File: src/rtl/alu_uart_ctrl.sv
// alu_uart_ctrl
//   Sequencing controller between the UART receive flag buffer, the ALU and
//   the UART transmitter. It accepts operand A, operand B and an opcode as
//   three consecutive received bytes and presents them to the ALU as
//   registered values. It then captures the ALU result and issues a single
//   transmit request, and returns for the next triple once the transmitter
//   reports completion.
//
//   Optional feature: define ALU_CTRL_TIMEOUT_EN to abandon a partial triple
//   after TO_CYCLES idle cycles in GET_B/GET_OP.
//
// Ports
//   clk          system clock, rising edge
//   reset        asynchronous active-high reset
//   rx_flag      receive buffer holds an unread byte
//   rx_data      received byte (valid while rx_flag)
//   clr_flag     one-cycle pulse consuming the current byte
//   alu_a/alu_b  registered operands
//   alu_op       registered opcode (low OPW bits of the opcode byte)
//   alu_res      combinational ALU result
//   tx_start     one-cycle transmitter start pulse
//   tx_data      registered byte to transmit
//   tx_done_tick one-cycle transmitter completion pulse
//   busy         high in EXEC, SEND and WAIT_TX
//   timeout      one-cycle pulse when a partial triple is abandoned
module alu_uart_ctrl #(
    parameter int W         = 8,
    parameter int OPW       = 6,
    parameter int TO_CYCLES = 50_000_000
) (
    input  logic           clk,
    input  logic           reset,
    input  logic           rx_flag,
    input  logic [W-1:0]   rx_data,
    output logic           clr_flag,
    output logic [W-1:0]   alu_a,
    output logic [W-1:0]   alu_b,
    output logic [OPW-1:0] alu_op,
    input  logic [W-1:0]   alu_res,
    output logic           tx_start,
    output logic [W-1:0]   tx_data,
    input  logic           tx_done_tick,
    output logic           busy,
    output logic           timeout
);

    localparam logic [2:0] GET_A   = 3'd0;
    localparam logic [2:0] GET_B   = 3'd1;
    localparam logic [2:0] GET_OP  = 3'd2;
    localparam logic [2:0] EXEC    = 3'd3;
    localparam logic [2:0] SEND    = 3'd4;
    localparam logic [2:0] WAIT_TX = 3'd5;

    logic [2:0] state;
    logic [2:0] state_nxt;
    logic       in_get;
    logic       accept;
    logic       to_hit;

    assign in_get = (state == GET_A) || (state == GET_B) || (state == GET_OP);

    // Outputs are gated with reset so that an asserted reset never consumes
    // a buffered byte, even though the state already reads GET_A.
    assign accept   = !reset && in_get && rx_flag;
    assign clr_flag = accept;
    assign tx_start = !reset && (state == SEND);
    assign busy     = !reset && ((state == EXEC) || (state == SEND) || (state == WAIT_TX));
    assign timeout  = !reset && to_hit;

    always_comb begin
        state_nxt = state;
        case (state)
            GET_A:   if (rx_flag) state_nxt = GET_B;
            GET_B:   if (rx_flag) state_nxt = GET_OP;
                     else if (to_hit) state_nxt = GET_A;
            GET_OP:  if (rx_flag) state_nxt = EXEC;
                     else if (to_hit) state_nxt = GET_A;
            EXEC:    state_nxt = SEND;
            SEND:    state_nxt = WAIT_TX;
            WAIT_TX: if (tx_done_tick) state_nxt = GET_A;
            default: state_nxt = GET_A;
        endcase
    end

    always_ff @(posedge clk or posedge reset) begin
        if (reset) begin
            state   <= GET_A;
            alu_a   <= '0;
            alu_b   <= '0;
            alu_op  <= '0;
            tx_data <= '0;
        end else begin
            state <= state_nxt;
            if (accept && (state == GET_A))  alu_a  <= rx_data;
            if (accept && (state == GET_B))  alu_b  <= rx_data;
            if (accept && (state == GET_OP)) alu_op <= rx_data[OPW-1:0];
            if (state == EXEC)               tx_data <= alu_res;
        end
    end

`ifdef ALU_CTRL_TIMEOUT_EN
    localparam int CW = (TO_CYCLES > 1) ? $clog2(TO_CYCLES) : 1;
    localparam logic [CW-1:0] TO_LAST = CW'(TO_CYCLES - 1);

    logic [CW-1:0] to_cnt;
    logic          waiting;

    assign waiting = ((state == GET_B) || (state == GET_OP)) && !rx_flag;
    assign to_hit  = waiting && (to_cnt == TO_LAST);

    // Clearing whenever the next state is GET_A covers both the entry into
    // GET_A and idling there, so the counter is always zero when a triple
    // starts; it holds (at zero) through EXEC/SEND/WAIT_TX.
    always_ff @(posedge clk or posedge reset) begin
        if (reset) begin
            to_cnt <= '0;
        end else if (accept || (state_nxt == GET_A)) begin
            to_cnt <= '0;
        end else if (waiting) begin
            to_cnt <= to_cnt + 1'b1;
        end
    end
`else
    assign to_hit = 1'b0;
`endif

endmodule

File: config.mk
export PLATFORM = sky130hd
export DESIGN_NAME = alu_uart_ctrl
export DESIGN_NICKNAME = d
export VERILOG_FILES = /design/src/rtl/alu_uart_ctrl.sv
export SDC_FILE = /design/constraint.sdc
export NUM_CORES = 1
export LEC_CHECK = 0
export ABC_AREA = 1
export CAP_MARGIN = 20
export CORE_ASPECT_RATIO = 0.5
export CORE_MARGIN = 2
export CORE_UTILIZATION = 47
export DETAILED_ROUTE_END_ITERATION = 6
export GPL_TIMING_DRIVEN = 1
export PLACE_DENSITY = 0.9
export SYNTH_ARGS = -nofsm -noshare
export SYNTH_HDL_FRONTEND = slang
export SYNTH_SLANG_ARGS = --single-unit
File: constraint.sdc
create_clock -name clk -period 2 [get_ports clk]
set_input_delay 0.3 -clock clk [delete_from_list [all_inputs] [get_ports clk]]
set_output_delay 0.3 -clock clk [all_outputs]
set_load 0.005 [all_outputs]
==> flow_summary.toml <==
[run_status]
status = "finished clean"

[timing]
setup_violations = 0
fin_worst_skew_ps = 10.9
slew_violations = 0
fin_crit_ps = 1900
worst_slack_ps = 99.3
grt_setup_unrepaired = "no"
hold_viol = 0
max_freq_mhz = 526
post-route-period-util_pct = 95.0
whs_ps = 471
setup_tns_ps = 0

[clock_network]
cts_tree = "built"
cts.hold.buffers_added = 0
postCtsSetupRepairBufs = 0
clk-insertion-delay-late_ps = 280
clk_path_buf_depth = 2
path_clk_slew_ps = 60
cts_buffers = 5
cts_resized = 0
cts_sinks = 33
root_buffer = "clkbuf_8"
cts-htree-levels = 2

[run]
maxCapViolCount = 0

[layout]
post-route-util_pct = 72.4
nets = 244
final_cell_mix = "nand2_1 (60), clkdlybuf4s50_1 (52), dfrtp_1 (32)"
mostFrequentLayoutCell = "nand2_1"
design_area_sq_um = 2190
fillers = 216
instances_no_fill = 265
drive_gt1_share_pct = 14.7
n_antenna_cell = 0
syn_to_final_growth_pct = 46.2

[placement]
place.gp.congestion = 0.796
dp_slack_ps = 163
dp.cells = 257
port_buffers = 52
placed_area_sq_um = 2070
dp_hpwl_microns = 2440

[critical_path]
critPathTopFamily = "buffers and inverters"
crit_required_ps = 1700
startpoint_type = "register"
crit_fanout = 5
cpMaxStageDelayCell = "clkdlybuf4s50_1"
r2r_end = "alu_a[4]"
r2r_setup_slack_ps = 540
criticalPathCategory = "register to output port"
crit_chain = "inv_2 -> nor2_1 -> inv_1 -> a21oi_2 -> clkdlybuf4s50_1"
r2r_cells = 5
r2r_start = "state[1]"
crit_path_end_kind = "output port"
cp.buffers_inverters = 3
worstPathArrival_ps = 1600
cp_slowest_stage_delay_ps = 500

[hold_path]
min_to = "alu_op[5]"
hold_start = "alu_op[5]"
min_path_type = "register to register"
hold_depth = 2

[logic_synthesis]
syn_inst = 165
yosysUniqueCellTypes = 20
netlist.area_leader.share_pct = 55.0
syn_avg_cell_area_sq_um = 9.09
synth_area_sq_um = 1500
ys_ff_latch = 33
synth_top_cell_by_area = "dfrtp_1"
yosys-top-cells-area = "dfrtp_1 (55%), nand2_1 (15%), nand4_1 (9.2%)"
ys_seq_area_share_pct = 55.0
syn-num-nets = 185
yosysWarnings = 0

[floorplan]
rows = 14
fp.dieH_microns = 44.0
die_area_sq_um = 3690
io_pins = 54
coreArea_sq_um = 3030
die_w_microns = 83.9
start_util_pct = 49.5

[drt]
postRouteAntennaNets = 0
drt_iter0_markers = 109
drc = 0
wl_microns = 3280
vias_per_cell = 5.00
via_count = 1324
wire_per_inst_microns = 12.4
drt_first_pass_iters = 4

[global_route]
grt_pass1_vias = 1225
track_usage_pct = 19.4
grt_max_degree = 22
overflow = 0
grt_antenna_before_repair = 0
grt_pass1_wl_microns = 5570

[power]
power_density_nw_per_um2 = 1500
irDropWorstVdd_v = 0.000866
p_leak_nw = 1.06
total_power_mw = 3.28
## worst max-delay path by stage
stage / from / to / depth (start not counted)
floorplan: state[2] / busy / 4
global placement: rx_flag / clr_flag / 4
detailed placement: rx_flag / clr_flag / 4
CTS: state[2] / busy / 5
global route: state[2] / busy / 5
finish: state[2] / busy / 5
## worst min-delay path, cell delays in order (launching register included)
cell and delay (ps):
dfrtp_1 340, nand2_1 50, nand2_1 40
## power breakdown
group	internal, mW	switching [mW]	total [mW]
sequential	0.980	0.201	1.18
clock	0.406	0.238	0.644
combinational	0.791	0.665	1.46
## per-layer routing
metal	vias up	GRT usage, %	part of all wire (%)
li1	657	-	-
met3	2	5.90	5.8
met1	625	26.0	45
met4	0	4.19	0.40
met2	40	32.0	49
met5	-	0	0
## sequential cells by signal, indices dropped and copies added (netlist names)
register,cells
alu_b,8
state,3
alu_op,6
tx_data,8
alu_a,8
## synth_stat cells
master / number
buf_2: 3
dfrtp_1: 33
nor2_4: 2
buf_4: 2
nand3_1: 7
a21oi_1: 1
conb_1: 1
inv_2: 2
nor2_2: 1
inv_1: 11
buf_6: 2
nand3_4: 1
nand2_1: 60
nor3_1: 1
a21oi_2: 1
o21ai_2: 8
nand3_2: 1
nor2_1: 5
nand4_1: 22
clkbuf_4: 1
## layout make-up
type                    instances  area, sq um  area share, %
flip-flops and latches         33          827           37.7
well taps                      40         50.0           2.28
multi-input cells             111          571           26.0
clock buffers                   7         86.3           3.94
clock inverters                 1         30.0           1.37
repair buffers                 60          581           26.5
inverters                      13         48.8           2.22
## cell families after synthesis
logic type,Yosys count,synth area share (%)
other cells,1,0.250
buf+inv,21,7.26
flops,33,55.0
compound gates,10,5.59
simple gates,100,31.9
Power figures use the tool's default switching activity.
